===== src/rtl/lcd_seq_pkg.sv =====
// Shared constants, state encoding and helpers for the LCD repaint sequencer.
// LCD_SEQ_CURSOR_EN selects the cursor-on display command and the trailing cursor placement item.
package lcd_seq_pkg;

    localparam logic [7:0] CMD_FUNC_SET = 8'h38;
`ifdef LCD_SEQ_CURSOR_EN
    localparam logic [7:0] CMD_DISP_ON  = 8'h0E;
`else
    localparam logic [7:0] CMD_DISP_ON  = 8'h0C;
`endif
    localparam logic [7:0] CMD_CLEAR    = 8'h01;
    localparam logic [7:0] CMD_ENTRY    = 8'h06;
    localparam logic [7:0] CMD_LINE1    = 8'h80;
    localparam logic [7:0] CMD_LINE2    = 8'hC0;
    localparam logic [7:0] CHAR_BLANK   = 8'h20;

    localparam logic [5:0] INIT_LAST   = 6'd4;
    localparam logic [5:0] LINE2_ITEM  = 6'd21;
    localparam logic [5:0] ITEM_LAST   = 6'd37;

    typedef enum logic [2:0] {
        ST_IDLE,
        ST_LOAD,
        ST_START,
        ST_WAIT,
        ST_DELAY
    } seq_state_e;

    typedef struct packed {
        logic       rs;
        logic [7:0] data;
    } lcd_item_t;

    // Item index -> frame buffer cell for the two character runs (5..20, 22..37).
    function automatic logic [4:0] buf_index(input logic [5:0] idx);
        return (idx < LINE2_ITEM) ? 5'(idx - 6'd5) : 5'(idx - 6'd6);
    endfunction

    function automatic logic [7:0] cursor_cmd(input logic [4:0] addr);
        return addr[4] ? {4'hC, addr[3:0]} : {4'h8, addr[3:0]};
    endfunction

endpackage


===== src/rtl/lcd_frame_buf.sv =====
// 32-cell character frame buffer: one synchronous write port, one combinational read port.
module lcd_frame_buf
    import lcd_seq_pkg::*;
(
    input  logic       iCLK,
    input  logic       iRST_N,
    input  logic       wr,
    input  logic [4:0] waddr,
    input  logic [7:0] wdata,
    input  logic [4:0] raddr,
    output logic [7:0] rdata
);

    logic [31:0][7:0] mem;

    always_ff @(posedge iCLK or negedge iRST_N) begin
        if (!iRST_N)
            mem <= {32{CHAR_BLANK}};
        else if (wr)
            mem[waddr] <= wdata;
    end

    assign rdata = mem[raddr];

endmodule


===== src/rtl/lcd_sequencer.sv =====
// Drives the lcd write engine through init, then repaints the frame buffer on every write/refresh.
// Optional LCD_SEQ_CURSOR_EN: cursor shown, and each sweep ends by parking it on the last written cell.
module lcd_sequencer
    import lcd_seq_pkg::*;
#(
    parameter int unsigned DELAY_CYCLES = 18'h3FFFE,
    parameter int          DLY_W        = 18
) (
    input  logic       iCLK,
    input  logic       iRST_N,
    input  logic       iWR,
    input  logic [4:0] iADDR,
    input  logic [7:0] iWDATA,
    input  logic       iREFRESH,
    output logic [7:0] oLCD_DATA,
    output logic       oLCD_RS,
    output logic       oLCD_START,
    input  logic       iLCD_DONE,
    output logic       oBUSY,
    output logic       oINIT_DONE
);

    localparam logic [DLY_W-1:0] DLY_LAST = DLY_W'(DELAY_CYCLES - 1);

`ifdef LCD_SEQ_CURSOR_EN
    localparam logic [5:0] SWEEP_END = ITEM_LAST + 6'd1;
    logic [4:0] last_wr;
`else
    localparam logic [5:0] SWEEP_END = ITEM_LAST;
`endif

    seq_state_e       state, state_nxt;
    logic [5:0]       idx, idx_nxt;
    logic [DLY_W-1:0] dly, dly_nxt;
    logic             pend, launch, init_set;
    logic [7:0]       buf_rdata;
    lcd_item_t        item, out_q;

    lcd_frame_buf u_buf (
        .iCLK   (iCLK),
        .iRST_N (iRST_N),
        .wr     (iWR),
        .waddr  (iADDR),
        .wdata  (iWDATA),
        .raddr  (buf_index(idx)),
        .rdata  (buf_rdata)
    );

    always_comb begin
        item = '{rs: 1'b1, data: buf_rdata};
        case (idx)
            6'd0:  item = '{rs: 1'b0, data: CMD_FUNC_SET};
            6'd1:  item = '{rs: 1'b0, data: CMD_DISP_ON};
            6'd2:  item = '{rs: 1'b0, data: CMD_CLEAR};
            6'd3:  item = '{rs: 1'b0, data: CMD_ENTRY};
            6'd4:  item = '{rs: 1'b0, data: CMD_LINE1};
            6'd21: item = '{rs: 1'b0, data: CMD_LINE2};
`ifdef LCD_SEQ_CURSOR_EN
            6'd38: item = '{rs: 1'b0, data: cursor_cmd(last_wr)};
`endif
            default: ;
        endcase
    end

    always_comb begin
        state_nxt = state;
        idx_nxt   = idx;
        dly_nxt   = dly;
        launch    = 1'b0;
        init_set  = 1'b0;
        case (state)
            ST_IDLE: if (pend) begin
                state_nxt = ST_LOAD;
                idx_nxt   = oINIT_DONE ? 6'd5 : 6'd0;
                launch    = 1'b1;
            end
            ST_LOAD:  state_nxt = ST_START;
            ST_START: if (!iLCD_DONE) state_nxt = ST_WAIT;
            ST_WAIT:  if (iLCD_DONE)  state_nxt = ST_DELAY;
            ST_DELAY: begin
                if (dly == DLY_LAST) begin
                    dly_nxt = '0;
                    if (idx == SWEEP_END) begin
                        state_nxt = ST_IDLE;
                    end else begin
                        state_nxt = ST_LOAD;
                        idx_nxt   = idx + 6'd1;
                        init_set  = (idx == INIT_LAST);
                    end
                end else begin
                    dly_nxt = dly + DLY_W'(1);
                end
            end
            default: state_nxt = ST_IDLE;
        endcase
    end

    always_ff @(posedge iCLK or negedge iRST_N) begin
        if (!iRST_N) begin
            state      <= ST_IDLE;
            idx        <= '0;
            dly        <= '0;
            pend       <= 1'b1;
            oINIT_DONE <= 1'b0;
            out_q      <= '0;
            oLCD_START <= 1'b0;
        end else begin
            state <= state_nxt;
            idx   <= idx_nxt;
            dly   <= dly_nxt;
            // A request landing on the launch cycle must survive to force another sweep.
            pend  <= iWR | iREFRESH | (pend & ~launch);
            if (init_set)
                oINIT_DONE <= 1'b1;
            if (state == ST_LOAD)
                out_q <= item;
            oLCD_START <= (state_nxt == ST_START) || (state_nxt == ST_WAIT);
        end
    end

`ifdef LCD_SEQ_CURSOR_EN
    always_ff @(posedge iCLK or negedge iRST_N) begin
        if (!iRST_N)
            last_wr <= '0;
        else if (iWR)
            last_wr <= iADDR;
    end
`endif

    assign oLCD_DATA = out_q.data;
    assign oLCD_RS   = out_q.rs;
    assign oBUSY     = (state != ST_IDLE);

endmodule


===== config.mk =====
export PLATFORM = sky130hd
export DESIGN_NAME = lcd_sequencer
export DESIGN_NICKNAME = d
export VERILOG_FILES = /design/src/rtl/lcd_seq_pkg.sv /design/src/rtl/lcd_frame_buf.sv /design/src/rtl/lcd_sequencer.sv
export SDC_FILE = /design/constraint.sdc
export NUM_CORES = 1
export LEC_CHECK = 0
export ABC_CLOCK_PERIOD_IN_PS = 8350
export CAP_MARGIN = 10
export CORE_AREA = 2 2 189 191
export CTS_CLUSTER_DIAMETER = 50
export DETAILED_ROUTE_END_ITERATION = 12
export DIE_AREA = 0 0 191 193
export PLACE_DENSITY = 0.57
export SLEW_MARGIN = 0
export SYNTH_ARGS = -nofsm -noshare
export SYNTH_HDL_FRONTEND = slang
export SYNTH_SLANG_ARGS = --single-unit

===== constraint.sdc =====
create_clock -name iCLK -period 8.35 [get_ports iCLK]
set_input_delay 1.2525 -clock iCLK [delete_from_list [all_inputs] [get_ports iCLK]]
set_output_delay 1.2525 -clock iCLK [all_outputs]
set_load 0.02 [all_outputs]

# Word-level counts from Yosys, hierarchy flattened
# Cells that the tools add are included.
dict set report op_classes {
  bitwise 4
  order_cmp 4
  n_addsub 4
  n_reduce_logical 7
  eq_ne 16
  muxes 24
}
# operator n
set op_table {}
lappend op_table {{bitwise mux 256 bit} 1}
lappend op_table {{case mux 9 bit (6 select lines)} 1}
lappend op_table {{binary-select mux 8 bit (select 5 bit)} 1}
lappend op_table {{demux 8 bit (select 5 bit)} 1}
lappend op_table {{adder 18 x 1 -> 18 bit (second input constant)} 1}
lappend op_table {{equality test 18 bit (second input constant)} 1}
lappend op_table {{two-way mux 18 bit} 1}
lappend op_table {{two-way mux 6 bit} 3}
lappend op_table {{two-way mux 8 bit} 2}
lappend op_table {{two-way mux 3 bit} 5}
lappend op_table {{case mux 3 bit (5 select lines)} 1}
lappend op_table {{equality test 3 x 2 -> 1 bit (second input constant)} 4}
lappend op_table {{equality test 6 x 2 -> 1 bit (second input constant)} 2}
lappend op_table {{less-than comparator 5 x 6 -> 1 bit (second input constant)} 2}
lappend op_table {{case mux 6 bit (2 select lines)} 1}
lappend op_table {{subtractor 5 x 3 -> 5 bit (second input constant)} 2}
lappend op_table {{adder 6 x 1 -> 6 bit (second input constant)} 1}
lappend op_table {{equality test 6 x 1 -> 1 bit (second input constant)} 1}
lappend op_table {{equality test 6 x 3 -> 1 bit (second input constant)} 1}
lappend op_table {{equality test 6 x 5 -> 1 bit (second input constant)} 1}
lappend op_table {{equality test 6 bit (second input constant)} 1}
lappend op_table {{logical NOT 6 bit} 1}
lappend op_table {{less-than comparator 6 x 5 -> 1 bit (second input constant)} 1}
lappend op_table {{two-way mux 1 bit} 6}
lappend op_table {{14 further kinds} 17}
dict set report word_totals {
  out_inout_bits 12
  input_bits 18
  word_cells 99
  register_bits 295
}

# Depth between registers and ports, before layout
dict set report depth {
  ltp_word 6
  ltp_mapped 16
  ltp_nobuf 10
}

# Modules after synthesis
# From an unflattened synthesis, not the netlist that was laid out.
dict set report hier_totals {
  cells_unflattened 940
  area_unflattened_um2 13919.6
}
# mod cells_per_inst area_each_um2 n_inst seq_area_each_um2
set by_module_without_submodules {}
lappend by_module_without_submodules {lcd_frame_buf 699 11688.7 1 6446.2}
lappend by_module_without_submodules {lcd_sequencer 241 2230.9 1 977.2}

# Worst setup path after synthesis
# OpenSTA, ideal clock, no wires.
dict set report synth_timing {
  kind {flip-flop to flip-flop}
  from {reg idx[1]}
  to {reg out_q, in the netlist oLCD_DATA[3]}
  required_time_ns 8.224
  path_slack_ns 4.839
  setup_time_ns 0.126
  arrival_time_ns 3.385
  n_path_buf 4
  path_stages_with_launch 15
  synth_period_minus_slack_ns 3.511
  path_cell_list {dfrtp_1 > clkbuf_1 > buf_2 > buf_2 > inv_1 > ha_1 > nand2b_1 > a21oi_4 > xnor2_1 > buf_2 > mux4_2 > and3_1 > a21oi_1 > nor3_1 > o32a_1}
}
dict set report synth_via {
  elab_chain_len 5
  elab_cells_between_ends 13
  classes_between {2 x add/sub; 1 x order compare; 5 x eq/ne; 4 x mux; 1 x reduce/logical}
}
# item line
set synth_rtl {}
lappend synth_rtl {{start: declaration} lcd_sequencer.sv:33} ;# logic [5:0] idx, idx_nxt;
lappend synth_rtl {{start signal: assignment} lcd_sequencer.sv:109} ;# idx <= idx_nxt;
lappend synth_rtl {{subtractor 5 x 3 -> 5 bit / less-than comparator 6 x 5 -> 1 bit (equally long branches)} lcd_seq_pkg.sv:36} ;# return (idx < LINE2_ITEM) ? 5'(idx - 6'd5) : 5'(idx - 6'd6);
lappend synth_rtl {{two-way mux 5 bit} lcd_seq_pkg.sv:36}
lappend synth_rtl {{binary-select mux 8 bit (select 5 bit)} lcd_frame_buf.sv:23} ;# assign rdata = mem[raddr];
lappend synth_rtl {{two-way mux 8 bit (not written as such)} lcd_frame_buf.sv:23}
lappend synth_rtl {{case mux 9 bit (6 select lines) (*)} lcd_sequencer.sv:51} ;# case (idx)
lappend synth_rtl {{end signal: assignment} lcd_sequencer.sv:116} ;# out_q <= item;
lappend synth_rtl {{end: declaration} lcd_sequencer.sv:37} ;# lcd_item_t item, out_q;
# Mark *: on every way between the ends. The rest lies on a longest branch, timed or not. The select of a mux whose other input is x is not followed.
# A chain may end at the register's enable or synchronous reset.

# Final worst setup path
dict set report layout_timing {
  from {reg idx[0]}
  to {reg out_q, in the netlist oLCD_DATA[1]}
}
# Same word-level chain as after synthesis.

==> run metrics <==
Via density=5.88; worst vdd ir=159 uV; antenna-violating nets left=0; hold_sp=dly[13]$_DFFE_PN0P_; GPL Wtd Cong=0.821; Post-Route WL=between 30000 and 40000 microns; CP max stage delay=820 ps; status=finished clean; Worst-Skew Late Latency=520 ps; worst path arrival time=4870 ps; Root Driver=clkbuf_16; critical path peak fanout=33; Mapped Nets=1206; R2R Path End=oLCD_DATA[1]$_DFFE_PN0P_; pwr/cell area=~310 nW/um^2; CTS Buffer Depth=3; # diodes=0; post-synthesis area per instance=12.6 sq um; first-pass GRT wire length=61000 microns; # IOs=30; setup bufs post-CTS=0; combined area of the multi-input logic cells=7060 sq um; initial antenna violation count=0; Die ar.=~37000 sq um; CTS clock-pin slew for the worst setup and hold paths=60 ps; synth warn=0; Storage cell area=7420 sq um; final setup fails=0; Num CTS Buffers=38; final hold vios=0; f_max=approximately 0.22 GHz; Hold WC Path Type=reg -> reg; Buffers on Ports=29; Main synth FF type=dfrtp_1; H-tree depth=2; DRC errors left=0; crit share post-route=53.5%; die height=slightly below 200 microns; unrepaired setup endpoints after global routing=false; cts repair resizes=0; largest delay contributor family on the critical path=buffers and inverters; fill count=roughly 3100; cell area after layout=16900 sq um; Crit path buffers/inverters=3; worst r2r src=idx[0]$_DFFE_PN0P_; setup TNS=0 ps; Setup Skew=11.2 ps; Wirelength per Cell=23.5 microns; max-slew violations=0; slew margin rel.=10.9%; core area=35000 sq um; Die X=191 microns; slowest CP cell=dfrtp_1; hold buffer count at cts=0; vias in the first global route=about 10000; final net count=1216; Max-Cap Viols=0; register area share after synthesis=roughly 50%; most frequent CP cell=buf_4; CTS tree=yes; Leak=7.05 nW; Iter 0 DRT Violations=635; CP cell instances=inv_2 -> ha_1 -> nand2b_1 -> a21oi_4 -> xnor2_2 -> buf_4 -> buf_4 -> mux4_2 -> o22ai_1 -> a2111oi_0 -> a221o_1; reg2reg path depth=11; synthesized cell area=~15000 sq um; Post-DP Area=15500 sq um; share of cells above drive strength 1=35.1%; Yosys reg bits=295; synthesis-to-layout area growth=13.4%; DP HPWL=26200 microns; Power Total=roughly 5.2 mW; Post-synth ARST share=100%; largest net degree at the start of global routing=187; r2r setup slk=3880 ps; WS Path Type=reg -> reg; Final Critical Period=between 4000 and 5000 ps; DRT Pass-1 Iters=5; CP endpoint kind=flop; count of cell types in the netlist=63; Post-Syn Instances=1179; DR vias=9879; Worst Tran Pin Value=1330 ps; FP Rows=69; Post-synth EDFFs=0; CP required=8750 ps; Setup crit start kind=flop; Hold EP=dly[13]$_DFFE_PN0P_; grt total ovfl=0; worst hold stages=1; All-Layer GR Usage=22.0%; Initial Utilization=between 40 and 50%; CTS sink count=295
cell usage after synthesis (8+ instances only):
cell      instances  area [sq um]
a21oi_1          29           145
nor2_1           61           229
xor2_1           10          87.6
buf_2            20           100
mux4_2           41           923
dfrtp_1         262          6560
and2_1            9          56.3
nand2_1          80           300
dfstp_2          33           867
a211oi_1         28           210
nor3b_1           9          67.6
ha_1              9           113
mux2i_1          68           681
nand3_1          19          95.1
and3_1            8          50.1
clkbuf_1         47           176
mux2_2          260          2930
o21ai_0          35           175
nor3_1           12          60.1
nor2b_1          24           150
through the flow:
step                worst slack (ps)  util [%]  hold WS [ps]  instances
floorplan                       4840         -           450       1179
global placement                3940      44.5           477       1609
detailed placement              3800      44.5           482       1609
CTS                             3810      48.1           488       1678
global route                    3460      48.2           510       1679
finish                          3880      48.2           483       1679
per-layer routing:
metal / vias to the layer above / global-route usage [%] / routed length (microns)
li1: 4389 / - / -
met1: 5171 / 30.7 / 18000
met2: 255 / 35.1 / 18400
met3: 64 / 3.78 / 2090
met4: 0 / 7.01 / 1000
met5: - / 0 / 0
report_power, final:
part	total (mW)	internal [mW]	switching (mW)	leakage, nW
clock network	1.66	1.04	0.620	0.620
registers	1.97	1.74	0.227	3.71
logic	1.59	0.742	0.851	2.72
layout make-up:
type | count | share of cell area, %
Clock buffer | 53 | 6.28
Sequential cell | 295 | 44.1
Tap cell | 461 | 3.42
Clock inverter | 16 | 1.32
Timing Repair Buffer | 50 | 2.88
Inverter | 6 | 0.134
Multi-Input combinational cell | 798 | 41.9
sequential cells by signal (all words and copies together) (netlist names):
name	flops
oLCD_RS	1
oLCD_START	1
oLCD_DATA	8
dly	18
oINIT_DONE	1
idx	6
state	3
pend	1
u_buf.mem	256
worst max-delay path by stage:
stage | start | depth (start not counted) | end
finish | idx[0]$_DFFE_PN0P_ | 11 | oLCD_DATA[1]$_DFFE_PN0P_
global route | idx[0]$_DFFE_PN0P_ | 11 | oLCD_DATA[0]$_DFFE_PN0P_
CTS | idx[0]$_DFFE_PN0P_ | 11 | oLCD_DATA[0]$_DFFE_PN0P_
detailed placement | idx[0]$_DFFE_PN0P_ | 11 | oLCD_DATA[0]$_DFFE_PN0P_
global placement | idx[0]$_DFFE_PN0P_ | 11 | oLCD_DATA[7]$_DFFE_PN0P_
floorplan | idx[1]$_DFFE_PN0P_ | 14 | oLCD_DATA[3]$_DFFE_PN0P_
logic make-up (layout without fill, tap and decap cells):
| logic type | Yosys count | in the layout | share of synthesized area (%) |
|---|---|---|---|
| AND/OR/NAND/NOR | 254 | 254 | 8.22 |
| adder cells (fa/ha/maj) | 9 | 9 | 0.758 |
| multiplexers | 369 | 369 | 30.5 |
| buffers and inverters | 86 | 125 | 2.59 |
| XOR/XNOR | 12 | 12 | 0.707 |
| AO/OA/AOI/OAI | 154 | 154 | 7.27 |
| flip-flops | 295 | 295 | 50.0 |
cells in the final DEF (no fill, tap or decap), drive strengths merged, types with 4 or more instances in the layout:
master	count
a2111oi	7
a211oi	28
a21oi	30
a221o	5
a221oi	4
a311oi	6
a31oi	5
and2	9
and3	8
buf	22
bufinv	5
clkbuf	53
clkdlybuf4s50	28
clkinv	6
dfrtp	262
dfstp	33
ha	9
inv	8
mux2	260
mux2i	68
mux4	41
nand2	80
nand2b	4
nand3	19
nand3b	4
nand4	7
nor2	62
nor2b	24
nor3	12
nor3b	9
nor4	6
o211ai	4
o21ai	36
o22ai	5
or3	5
xor2	10
Note: power is estimated with default switching activity, not from simulation.
